==> src/rtl/asrv32_fetch.sv <==
// Instruction fetch stage: one outstanding request/acknowledge read to instruction
// memory, with misaligned-PC detection and bus timeout.
module asrv32_fetch #(
  parameter logic [31:0] PC_RESET       = 32'h0000_0000,
  parameter logic [31:0] NOP_INST       = 32'h0000_0013,
  parameter int unsigned TIMEOUT_CYCLES = 16
) (
  input  logic        i_clk,
  input  logic        i_rst,
  input  logic        i_fetch_en,
  input  logic [31:0] i_pc,
  input  logic        i_flush,
  output logic        o_ireq,
  output logic [31:0] o_iaddr,
  input  logic        i_iack,
  input  logic [31:0] i_inst,
  output logic [31:0] o_inst,
  output logic [31:0] o_inst_pc,
  output logic        o_inst_valid,
  output logic        o_misaligned,
  output logic        o_bus_err,
  output logic        o_busy
);

  localparam int unsigned CNT_W      = $clog2(TIMEOUT_CYCLES) + 1;
  localparam int unsigned LAST_VAL   = (TIMEOUT_CYCLES > 0) ? TIMEOUT_CYCLES - 1 : 0;
  localparam bit          TIMEOUT_EN = (TIMEOUT_CYCLES > 0);
  localparam logic [CNT_W-1:0] CNT_LAST = CNT_W'(LAST_VAL);

  localparam logic [0:0] S_IDLE = 1'b0;
  localparam logic [0:0] S_REQ  = 1'b1;

  logic [0:0]       state_q, state_d;
  logic             ireq_q, ireq_d;
  logic [31:0]      iaddr_q, iaddr_d;
  logic [31:0]      inst_q, inst_d;
  logic [31:0]      inst_pc_q, inst_pc_d;
  logic             valid_q, valid_d;
  logic             mis_q, mis_d;
  logic             err_q, err_d;
  logic             busy_q, busy_d;
  logic [CNT_W-1:0] cnt_q, cnt_d;

  // Next-state and registered-output computation
  always_comb begin
    state_d   = state_q;
    ireq_d    = ireq_q;
    iaddr_d   = iaddr_q;
    inst_d    = inst_q;
    inst_pc_d = inst_pc_q;
    valid_d   = 1'b0;
    mis_d     = 1'b0;
    err_d     = 1'b0;
    busy_d    = busy_q;
    cnt_d     = cnt_q;

    case (state_q)
      S_IDLE: begin
        if (i_fetch_en) begin
          if (i_pc[1:0] != 2'b00) begin
            mis_d = 1'b1;
          end else if (!i_flush) begin
            state_d = S_REQ;
            ireq_d  = 1'b1;
            iaddr_d = i_pc;
            busy_d  = 1'b1;
            cnt_d   = '0;
          end
        end
      end
      S_REQ: begin
        // Flush beats ack, ack beats timeout
        if (i_flush) begin
          state_d = S_IDLE;
          ireq_d  = 1'b0;
          busy_d  = 1'b0;
        end else if (i_iack) begin
          state_d   = S_IDLE;
          ireq_d    = 1'b0;
          busy_d    = 1'b0;
          inst_d    = i_inst;
          inst_pc_d = iaddr_q;
          valid_d   = 1'b1;
        end else if (TIMEOUT_EN && (cnt_q == CNT_LAST)) begin
          state_d = S_IDLE;
          ireq_d  = 1'b0;
          busy_d  = 1'b0;
          err_d   = 1'b1;
        end else if (TIMEOUT_EN) begin
          cnt_d = cnt_q + CNT_W'(1);
        end
      end
      default: begin
        state_d = S_IDLE;
        ireq_d  = 1'b0;
        busy_d  = 1'b0;
      end
    endcase
  end

  always_ff @(posedge i_clk) begin
    if (i_rst) begin
      state_q   <= S_IDLE;
      ireq_q    <= 1'b0;
      iaddr_q   <= PC_RESET;
      inst_q    <= NOP_INST;
      inst_pc_q <= PC_RESET;
      valid_q   <= 1'b0;
      mis_q     <= 1'b0;
      err_q     <= 1'b0;
      busy_q    <= 1'b0;
      cnt_q     <= '0;
    end else begin
      state_q   <= state_d;
      ireq_q    <= ireq_d;
      iaddr_q   <= iaddr_d;
      inst_q    <= inst_d;
      inst_pc_q <= inst_pc_d;
      valid_q   <= valid_d;
      mis_q     <= mis_d;
      err_q     <= err_d;
      busy_q    <= busy_d;
      cnt_q     <= cnt_d;
    end
  end

  assign o_ireq       = ireq_q;
  assign o_iaddr      = iaddr_q;
  assign o_inst       = inst_q;
  assign o_inst_pc    = inst_pc_q;
  assign o_inst_valid = valid_q;
  assign o_misaligned = mis_q;
  assign o_bus_err    = err_q;
  assign o_busy       = busy_q;

endmodule

==> config.mk <==
export PLATFORM = sky130hd
export DESIGN_NAME = asrv32_fetch
export DESIGN_NICKNAME = d
export VERILOG_FILES = /design/src/rtl/asrv32_fetch.sv
export SDC_FILE = /design/constraint.sdc
export NUM_CORES = 1
export LEC_CHECK = 0
export ABC_AREA = 1
export ABC_CLOCK_PERIOD_IN_PS = 1600
export BUFFER_PORTS_ARGS = -buffer_cell sky130_fd_sc_hd__buf_2
export CAP_MARGIN = 20
export CELL_PAD_IN_SITES_DETAIL_PLACEMENT = 1
export CELL_PAD_IN_SITES_GLOBAL_PLACEMENT = 1
export CORE_UTILIZATION = 32
export DETAILED_ROUTE_END_ITERATION = 10
export PLACE_DENSITY_LB_ADDON = 0.05
export RECOVER_POWER = 25
export SLEW_MARGIN = 0
export SYNTH_ARGS = -nofsm -noshare
export SYNTH_HDL_FRONTEND = slang
export SYNTH_SLANG_ARGS = --single-unit
==> constraint.sdc <==
create_clock -name i_clk -period 1.6 [get_ports i_clk]
set_input_delay 0.08 -clock i_clk [delete_from_list [all_inputs] [get_ports i_clk]]
set_output_delay 0.08 -clock i_clk [all_outputs]
set_load 0.01 [all_outputs]
# Word level (Yosys, flattened, before mapping)
# Index checks and enable logic that the tools add are counted.
[totals]
word_cells = 54
regBits = 106
[op_classes]
muxes = 24
eq_ne = 8
n_addsub = 1
n_reduce_logical = 8
bitwise_logic = 4
[ops]
columns = ["operator", "count"]
rows = [
  ["5-bit 2-to-1 mux", 6],
  ["1-bit 2-to-1 mux", 15],
  ["2-bit != test (second input constant)", 6],
  ["5-bit one-hot mux with 2 select lines", 1],
  ["4-bit AND reduction", 2],
  ["6-bit AND reduction", 1],
  ["3-bit OR reduction", 2],
  ["5-bit by 1-bit adder with 5-bit output (second input constant)", 1],
  ["5-bit by 4-bit == test with 1-bit output (second input constant)", 1],
  ["4-bit by 3-bit != test with 1-bit output (second input constant)", 1],
  ["1-bit NOT", 4],
  ["1-bit one-hot mux with 2 select lines", 2],
  ["4-bit OR reduction", 1],
  ["3-bit AND reduction", 1],
  ["2-bit nonzero test", 1],
]

# Logic depth before layout (Yosys ltp)
# Gate-level depths: netlist of run 1.
[logic_depth]
word_depth = 5
depth_mapped = 10
ltp_nobuf = 10

# Least setup slack after synthesis of run 1
# Ideal clock, no wire load.
[synth_timing]
path_type = "flip-flop to flip-flop"
start = "reg cnt_q[0]"
end = "reg cnt_q[3]"
path_stages_with_launch = 11
setup_time_ns = 0.111
t_arrival_ns = 1.279
slack_ns = 0.210
path_cell_list = "dfxtp_1 > ha_1 > nand2_1 > nor2_1 > ha_1 > nor2_1 > nand2_2 > nand2_1 > nand2_1 > inv_1 > nor2_1"
[synth_between]
elab_chain_cells = 5
elab_cells_between_ends = 8
cone_classes = "add/sub: 1; eq/ne: 2; mux: 4; reduce/logical: 1"
[synth_rtl]
columns = ["element", "line_no", "rtl"]
rows = [
  ["from (decl)", "42", "logic [CNT_W-1:0] cnt_q, cnt_d;"],
  ["from (signal assigned)", "123", "cnt_q <= cnt_d;"],
  ["5-bit by 1-bit adder with 5-bit output", "90", "cnt_d = cnt_q + CNT_W'(1);"],
  ["5-bit 2-to-1 mux", "84", "end else if (TIMEOUT_EN && (cnt_q == CNT_LAST)) begin"],
  ["5-bit 2-to-1 mux", "77", "end else if (i_iack) begin"],
  ["5-bit 2-to-1 mux", "73", "if (i_flush) begin"],
  ["5-bit one-hot mux with 2 select lines", "57", "case (state_q)"],
]
# Several ways; a longest one is shown, not always the timed one. The select of a mux whose other input is x is not followed.
# A chain may end at the register's enable or synchronous reset.

# Worst setup path after layout of run 1
[layout_timing]
start = "reg cnt_q[1]"
end = "reg cnt_q[1]"
# The elaborated chain is that of the path after synthesis.

==> results_dict.tcl, run 1 <==
set metrics [dict create \
    root_buffer "clkbuf_16" \
    numClockSinks 106 \
    netlist_instances 481 \
    fin_setup_tns_ps 0 \
    avgSynthCellArea_um2 7.903 \
    clockBufferDepth 2 \
    final_cells 842 \
    grt_util_met3 0.03991 \
    clock_skew_ps 6.224 \
    synth_nets 552 \
    drt_wl_total_um 11830 \
    core_um2 11520 \
    p_per_area_nw_per_um2 965.3 \
    die_w_um 111.0 \
    h-tree-depth 3 \
    grt_max_degree 48 \
    worstMarginPinSlew_ps 429.7 \
    syn-cell-area_um2 3801 \
    post-route-min-period_ps 1471 \
    grt_use_total 0.2023 \
    io_buffer_count 169 \
    synthDistinctLibCells 22 \
    cp-end-kind "flip-flop" \
    place_congestion 0.7504 \
    numCtsBuffers 9 \
    clk_pin_slew_ps 70 \
    postSynthRegisterBits 106 \
    start_util 0.3301 \
    dpl.cell_count 772 \
    initialDrtViolationCount 180 \
    num-fill-cells 1473 \
    pin_count 170 \
    drive_above_1_share 0.2217 \
    grt_pass1_wl_um 19620 \
    rsz0062_at_grt "false" \
    crit_type "flip-flop to flip-flop" \
    final_util 0.4776 \
    hold_class "input port to flip-flop" \
    grt-ovfl-total 0 \
    maxCapViolCount 0 \
    slew_headroom 0.7136 \
    dieHeight_um 111.0 \
    grt_pass1_vias 3999 \
    cp-start-kind "flip-flop" \
    dpl.hpwl_um 7664 \
    finalCritPeriodShare 0.9195 \
    setup_viol 0 \
    use_met2 0.3497 \
    avgRoutedWirePerCell_um 14.05 \
    synthToLayoutAreaGrowth_pct 44.70 \
    p_leak_nw 2.372 \
    drv_slew 0 \
    postRouteAntennaNets 0 \
    seq_area_frac_synth 0.5583 \
    firstDrtPassIters 7 \
    worstPathMaxFanout 4 \
    failed_checks "design-rule violations" \
    status "complete, but fails checks" \
    via_per_inst 4.626 \
    clock.fmax_ghz 0.6797 \
    cpMaxStageDelayCell "dfxtp_2" \
    cpPeakStageDelay_ps 340 \
    peakVddDrop_mv 0.4134 \
    hold_violations 0 \
    die-area_um2 12320 \
    grt_use_met1 0.2472 \
    drcViolationCount 24 \
    rows 39 \
    grt.busiest_layer "met2" \
    num_vias 3895 \
    cts_tree "yes" \
    num_antenna_cells 0 \
    crit_chain "ha_2 -> nand2_1 -> nor2_1 -> ha_1 -> nor2_2 -> nand2_1 -> a21boi_0 -> nor2_1" \
    cp.required_ps 1840 \
    finish.net_count 765 \
    antenna_found_initial 0 \
    synth_warnings 0 \
    clkLatencyLatePin_ps 350 \
    crit_arrival_ps 1710 \
]
-- synth_stat cells --
cell	count	area, um2
nand4_1	1	6.260
nor2_1	194	728.2
clkbuf_1	10	37.54
nand3b_1	1	7.510
o21ai_0	45	225.2
o21a_1	1	7.510
nand3_1	9	45.04
buf_6	6	67.56
nand2_1	22	82.58
inv_2	4	15.01
dfxtp_1	106	2122
nor4_1	1	6.260
a21oi_1	5	25.02
ha_1	2	25.02
buf_4	11	82.58
a21boi_0	1	7.510
nor2_4	1	11.26
nor3_1	1	5.000
inv_1	7	26.28
buf_2	5	25.02
nand2_2	2	12.51
o21ai_1	46	230.2
-- power breakdown --
group | total (mW) | leakage (nW) | internal [mW] | switching, mW
clock | 2.15 | 0.136 | 1.19 | 0.958
sequential | 2.71 | 0.857 | 2.68 | 0.0296
combinational | 0.451 | 1.38 | 0.236 | 0.215
-- cell usage in the layout (no fill, tap or decap), types with 3 or more instances in the layout --
| master | netlist | layout |
|---|---|---|
| nand3_1 | 9 | 9 |
| inv_1 | 7 | 7 |
| a21oi_1 | 5 | 5 |
| nand2_1 | 22 | 22 |
| nand2_2 | 2 | 3 |
| clkbuf_16 | 0 | 9 |
| clkbuf_1 | 10 | 53 |
| nor2_1 | 194 | 193 |
| buf_4 | 11 | 8 |
| o21ai_0 | 45 | 45 |
| inv_2 | 4 | 4 |
| o21ai_1 | 46 | 46 |
| dfxtp_1 | 106 | 105 |
| buf_2 | 5 | 119 |
| buf_12 | 0 | 3 |
| clkbuf_8 | 0 | 3 |
| dlygate4sd3_1 | 0 | 52 |
-- sequential cells by signal, indices dropped and copies added (netlist names) --
name	cells
cnt_q	5
o_bus_err	1
o_busy	1
o_iaddr	32
o_inst	32
o_inst_pc	32
o_inst_valid	1
o_misaligned	1
state_q	1
-- worst max-delay path, delay by kind of cell (launching register included) --
kind	cells	cell delay (ps)
compound gates	1	190
flops	1	340
fa+ha+maj	2	380
simple gates	5	460
-- per-stage QoR --
stage / hold slack (ps) / cell area, um2 / total power, mW / setup slack, ps
final: 3.308 / 5500 / 5.309 / 128.9
after global routing: 5.315 / 5500 / 5.531 / 10.87
after CTS: 0.8142 / 5539 / 5.369 / 49.22
after detailed placement: 291.1 / 4733 / 3.126 / 64.10
after global placement: 279.4 / 4733 / 3.115 / 139.6
after floorplan: 155.9 / 3801 / 2.954 / 210.4
-- per-layer routing --
metal  part of all wire  wire length (um)
met3              0.050               594
met1               0.46              5428
met2               0.48              5625
met5                  0                 0
met4              0.016               184
-- cell families after synthesis --
| group | count (synthesis) | share of synthesized area |
|---|---|---|
| compound gates | 98 | 0.1304 |
| simple gates | 232 | 0.2380 |
| fa+ha+maj | 2 | 0.006582 |
| flops | 106 | 0.5583 |
| buf+inv | 43 | 0.06682 |
-- what timing repair did --
item,CTS,global route
hold buffers,52,0
setup buffers,0,1
resized for setup,0,5
endpoints found under the setup margin,0,9
hold endpoints to repair,52,0
-- layout make-up --
| class | instances | area, um2 | area share |
|---|---|---|---|
| Clock inverter | 1 | 7.507 | 0.001365 |
| Tap cell | 143 | 178.9 | 0.03253 |
| Multi-Input combinational cell | 333 | 1436 | 0.2611 |
| Clock buffer | 15 | 277.8 | 0.05050 |
| Timing Repair Buffer | 233 | 1435 | 0.2609 |
| Inverter | 11 | 41.29 | 0.007507 |
| Sequential cell | 106 | 2123 | 0.3860 |
-- final timing paths --
check	from	to	slack [ps]	cells after the start
worst max-delay path	cnt_q[1]	cnt_q[1]	130	8
worst min-delay path	i_pc[16]	o_iaddr[16]	3	3
worst max register to register	cnt_q[1]	cnt_q[1]	130	8
worst min register to register	o_iaddr[0]	o_iaddr[0]	460	2
Note: power is estimated with default switching activity, not from simulation.
==> inputs of run 2 (changes only) <==
--- a/config.mk
+++ b/config.mk
@@ -7,12 +7,12 @@
 export LEC_CHECK = 0
 export ABC_AREA = 1
 export ABC_CLOCK_PERIOD_IN_PS = 1600
-export BUFFER_PORTS_ARGS = -buffer_cell sky130_fd_sc_hd__buf_2
 export CAP_MARGIN = 20
 export CELL_PAD_IN_SITES_DETAIL_PLACEMENT = 1
 export CELL_PAD_IN_SITES_GLOBAL_PLACEMENT = 1
-export CORE_UTILIZATION = 32
+export CORE_UTILIZATION = 43
 export DETAILED_ROUTE_END_ITERATION = 10
+export DONT_BUFFER_PORTS = 1
 export PLACE_DENSITY_LB_ADDON = 0.05
 export RECOVER_POWER = 25
 export SLEW_MARGIN = 0
==> constraint.sdc (replaced) <==
create_clock -name i_clk -period 1.6 [get_ports i_clk]
set_input_delay 0.4 -clock i_clk [delete_from_list [all_inputs] [get_ports i_clk]]
set_output_delay 0.4 -clock i_clk [all_outputs]
set_load 0.01 [all_outputs]
==> run 2 against run 1 <==
Against the previous run:
- the flow now finishes without violations
- via count down 22%
- sequential power about the same
- sequential cell count did not move
- first-iteration DRC count down 47%
- power shrank 13%
- clock skew increased by 7.3 ps
- non-clock buffer count is 218 lower
- clock power decreased by 22%
- die area fell by 25%
- combinational power shrank 56%
- critical endpoint is now cnt_q[4]
- largest power group unchanged
- highest routed layer unchanged
==> results_dict.tcl, run 2 (synthesized netlist as in run 1, its figures left out) <==
set metrics [dict create \
    cp-start-kind "flip-flop" \
    finalCritPeriodShare 0.9283 \
    dpl.cell_count 568 \
    grt_max_degree 53 \
    grt_use_total 0.2038 \
    root_buffer "clkbuf_8" \
    total_power_mw 4.617 \
    grt.busiest_layer "met2" \
    layout_common_cells "nor2_1 (193), dfxtp_1 (105), o21ai_1 (46)" \
    cts_tree "yes" \
    clkLatencyLatePin_ps 360 \
    drcViolationCount 0 \
    cp.required_ps 1890 \
    die-area_um2 9220 \
    num_vias 3036 \
    start_util 0.4535 \
    peakVddDrop_mv 0.3963 \
    fin_area_um2 4085 \
    maxCapViolCount 0 \
    avgRoutedWirePerCell_um 16.05 \
    grt_util_met3 0.07425 \
    rrSetupSlack_ps 110 \
    finish.net_count 547 \
    h-tree-depth 3 \
    crit_arrival_ps 1770 \
    rows 33 \
    hold_violations 0 \
    post-route-min-period_ps 1485 \
    numClockSinks 106 \
    postRouteAntennaNets 0 \
    numCtsBuffers 9 \
    drv_slew 0 \
    via_per_inst 5.190 \
    grt_use_met1 0.2528 \
    clockBufferDepth 2 \
    dpl.hpwl_um 6583 \
    pin_count 170 \
    use_met2 0.3215 \
    initialDrtViolationCount 96 \
    fin_setup_tns_ps 0 \
    hold_class "input port to flip-flop" \
    clk_pin_slew_ps 90 \
    place_congestion 0.7307 \
    final_cells 585 \
    worstPathMaxFanout 5 \
    grt_pass1_wl_um 14270 \
    firstDrtPassIters 4 \
    antenna_found_initial 0 \
    dieHeight_um 96.02 \
    slew_headroom 0.7176 \
    drive_above_1_share 0.08750 \
    die_w_um 96.02 \
    clock.fmax_ghz 0.6733 \
    cts-hold-fix-buffers 0 \
    cp-end-kind "flip-flop" \
    rsz0062_at_grt "false" \
    placed_area_um2 3862 \
    worstMarginPinSlew_ps 423.5 \
    grt-ovfl-total 0 \
    p_per_area_nw_per_um2 1130 \
    final_common_cell "nor2_1" \
    drt_wl_total_um 9391 \
    core_um2 8382 \
    io_buffer_count 0 \
    setup_viol 0 \
    p_leak_nw 1.527 \
    status "finished clean" \
    clock_skew_ps 13.52 \
    num_antenna_cells 0 \
    grt_pass1_vias 2873 \
    crit_type "flip-flop to flip-flop" \
    synthToLayoutAreaGrowth_pct 7.472 \
]
==> run 2: final timing paths <==
check	start	end	depth (start not counted)
min reg2reg	cnt_q[4]	cnt_q[4]	2
max	cnt_q[1]	cnt_q[4]	9
min	i_rst	cnt_q[2]	1
max reg2reg	cnt_q[1]	cnt_q[4]	9
==> run 2: what timing repair did <==
item,CTS,global route
gates resized for setup,0,7
buffers inserted,0,1
setup endpoints to repair,0,6
==> run 2: layout make-up <==
cell class | count | area [um2]
clock buffers | 11 | 151.4
clock inverters | 4 | 51.30
fillers | 1043 | 4297
inverters | 11 | 41.29
multi-input cells | 333 | 1443
flip-flops and latches | 106 | 2123
well taps | 105 | 131.4
repair buffers | 15 | 143.9
==> run 2: report_power, final <==
part / internal (mW) / switching (mW)
logic: 0.0751 / 0.123
clock network: 0.802 / 0.876
registers: 2.68 / 0.0589
total: 3.56 / 1.06
==> run 2: layer usage <==
layer  wire length, um  vias to the layer above
met1              4119                     1405
li1                  -                     1519
met4               125                        0
met2              4282                      103
met5                 0                        -
met3               863                        9
==> run 2: worst max-delay path, cell delays in order, from the launching register on <==
cell and delay [ps]:
dfxtp_2 360, ha_2 180, nand2_2 60, nor2_1 120, ha_1 210, nor2_2 60
nand2_2 110, buf_4 130, nand3_1 70, a21oi_1 130
==> run 2: stage by stage <==
stage / hold slack (ps) / worst slack [ps] / util
finish: 101.2 / 114.7 / 0.4874
detailed placement: 472.5 / 91.40 / 0.4608
floorplan: 461.0 / 210.4 / -
global placement: 466.0 / 126.1 / 0.4608
global route: 77.70 / 11.84 / 0.4874
CTS: 80.15 / 23.55 / 0.4850
==> inputs of run 3 (changes only) <==
--- a/config.mk
+++ b/config.mk
@@ -15,6 +15,7 @@
 export DONT_BUFFER_PORTS = 1
 export PLACE_DENSITY_LB_ADDON = 0.05
 export RECOVER_POWER = 25
+export REMOVE_ABC_BUFFERS = 1
 export SLEW_MARGIN = 0
 export SYNTH_ARGS = -nofsm -noshare
 export SYNTH_HDL_FRONTEND = slang
==> run 3 against run 2 <==
Against the previous run:
- clock power is essentially flat
- sequential cell count stayed put
- utilization increased by 0.12 points
- combinational power is 4% higher
- critical path depth stayed put
- die area is the same
- sequential share of layout area about the same
- first-iteration DRC count fell by 22%
- worst setup slack lost 17 ps
==> results_dict.tcl, run 3 (synthesized netlist as in run 1, its figures left out) <==
set metrics [dict create \
    firstDrtPassIters 3 \
    pwr-share-clk 0.358 \
    num-fill-cells 1053 \
    clk_pin_slew_ps 90 \
    register_area_um2 2127 \
    io_buffer_count 0 \
    dieHeight_um 96.02 \
    drive_above_1_share 0.08368 \
    die-area_um2 9220 \
    peakVddDrop_mv 0.5556 \
    cpMostUsedCell "nand2_2" \
    critical-path-top-delay-family "simple AND/OR/NAND/NOR gates" \
    rrSetupSlack_ps 100 \
    critPathBufInv 0 \
    drt_wl_total_um 9439 \
    die_w_um 96.02 \
    worstMarginPinSlew_ps 385.6 \
    root_buffer "clkbuf_8" \
    switching_share 0.2379 \
    final_common_cell "nor2_1" \
    multi_input_area_um2 1451 \
    cts_tree "yes" \
    cpPeakStageDelay_ps 370 \
    worstPathMaxFanout 5 \
    place_congestion 0.7394 \
    synthToLayoutAreaGrowth_pct 7.735 \
    p_switching_mw 1.092 \
    crit_cells 9 \
    grt_pass1_wl_um 14390 \
    maxCapViolCount 0 \
    final_util 0.4886 \
    numCtsBuffers 9 \
    postRouteAntennaNets 0 \
    dpl.hpwl_um 6461 \
    clock.fmax_ghz 0.6655 \
    grt-ovfl-total 0 \
    cp-startpoint "cnt_q[0]" \
    crit_type "flip-flop to flip-flop" \
    p_leak_nw 1.519 \
    core_um2 8382 \
    drv_slew 0 \
    grt_pass1_vias 2896 \
    num_antenna_cells 0 \
    crit_arrival_ps 1800 \
    slew_headroom 0.7429 \
    avgRoutedWirePerCell_um 16.19 \
    reg2reg_from "cnt_q[0]" \
    rows 33 \
    placed_area_um2 3872 \
    initialDrtViolationCount 75 \
    finalCritPeriodShare 0.9392 \
    fin_area_um2 4095 \
    pin_count 170 \
    hold_violations 0 \
    start_util 0.4535 \
    cpMaxStageDelayCell "dfxtp_4" \
    h-tree-depth 3 \
    rr_worst_depth 9 \
    finish.net_count 544 \
    clkLatencyLatePin_ps 360 \
    cp-start-kind "flip-flop" \
    rr_endpoint "cnt_q[4]" \
    hold_class "input port to flip-flop" \
    crit_end "cnt_q[4]" \
    numClockSinks 106 \
    clock_skew_ps 14.92 \
    power_frac_comb 0.045 \
    layout_common_cells "nor2_1 (193), dfxtp_1 (104), o21ai_1 (46)" \
    intPower_mw 3.499 \
    cts_setup_buffers 0 \
    grt_use_total 0.2049 \
    rsz0062_at_grt "false" \
    post-route-min-period_ps 1503 \
    clockBufferDepth 2 \
    drcViolationCount 0 \
    status "finished clean" \
    num_vias 3009 \
    grt_max_degree 49 \
    crit_chain "ha_2 -> nand2_2 -> nor2_1 -> ha_1 -> nor2_2 -> nand2_2 -> nand2_4 -> nand2_1 -> a21oi_2" \
    power_frac_seq 0.597 \
    cp-end-kind "flip-flop" \
    setup_viol 0 \
    cp.required_ps 1890 \
    antenna_found_initial 0 \
    p_per_area_nw_per_um2 1121 \
    via_per_inst 5.161 \
]
## run 3: area by class of cell
| class | count | share of cell area |
|---|---|---|
| Sequential cell | 106 | 0.5194 |
| Multi-Input combinational cell | 333 | 0.3544 |
| Timing Repair Buffer | 12 | 0.03636 |
| Clock buffer | 11 | 0.03208 |
| Tap cell | 105 | 0.03208 |
| Clock inverter | 5 | 0.01558 |
| Inverter | 11 | 0.01008 |
## run 3: worst min path at each step
stage | to | slack [ps] | cells past startpoint | startpoint
global placement | cnt_q[4] | 470 | 2 | cnt_q[4]
global route | cnt_q[2] | 60 | 1 | i_rst
floorplan | cnt_q[4] | 460 | 2 | cnt_q[4]
detailed placement | cnt_q[2] | 470 | 1 | i_rst
CTS | cnt_q[2] | 70 | 1 | i_rst
finish | cnt_q[2] | 90 | 1 | i_rst
## run 3: layer usage
metal / vias to the layer above / track usage / wire length [um] / share of wire
met2: 93 / 0.3570 / 4698 / 0.50
met5: - / 0 / 0 / 0
li1: 1518 / - / - / -
met3: 6 / 0.06714 / 795 / 0.084
met1: 1392 / 0.2294 / 3859 / 0.41
met4: 0 / 0.08209 / 85 / 0.0090
## run 3: what timing repair did
item                       CTS  global route
pin swaps                    1             3
hold buffers                 0             0
setup endpoints to repair    2             6
gates resized for setup      2             9
gates cloned                 1             0
## run 3: through the flow
step | total power [mW] | TNS (ps) | hold slack [ps] | instances | setup WS (ps)
after detailed placement | 3.013 | -8.515 | 472.0 | 566 | -8.515
after CTS | 4.650 | 0 | 74.53 | 583 | 18.79
after floorplan | 2.934 | -31940 | 458.0 | 449 | -385.5
final | 4.591 | 0 | 92.68 | 583 | 97.29
after global routing | 4.781 | 0 | 60.66 | 583 | 0.6901
after global placement | 3.003 | 0 | 467.6 | 566 | 100.5
## run 3: power by group through the flow
stage | clock [mW] | sequential, mW | combinational [mW]
3_3_place_gp | 0 | 2.80 | 0.200
3_5_place_dp | 0 | 2.80 | 0.209
6_report | 1.65 | 2.74 | 0.206
2_1_floorplan | 0 | 2.79 | 0.143
4_1_cts | 1.70 | 2.74 | 0.211
5_1_grt | 1.79 | 2.75 | 0.242
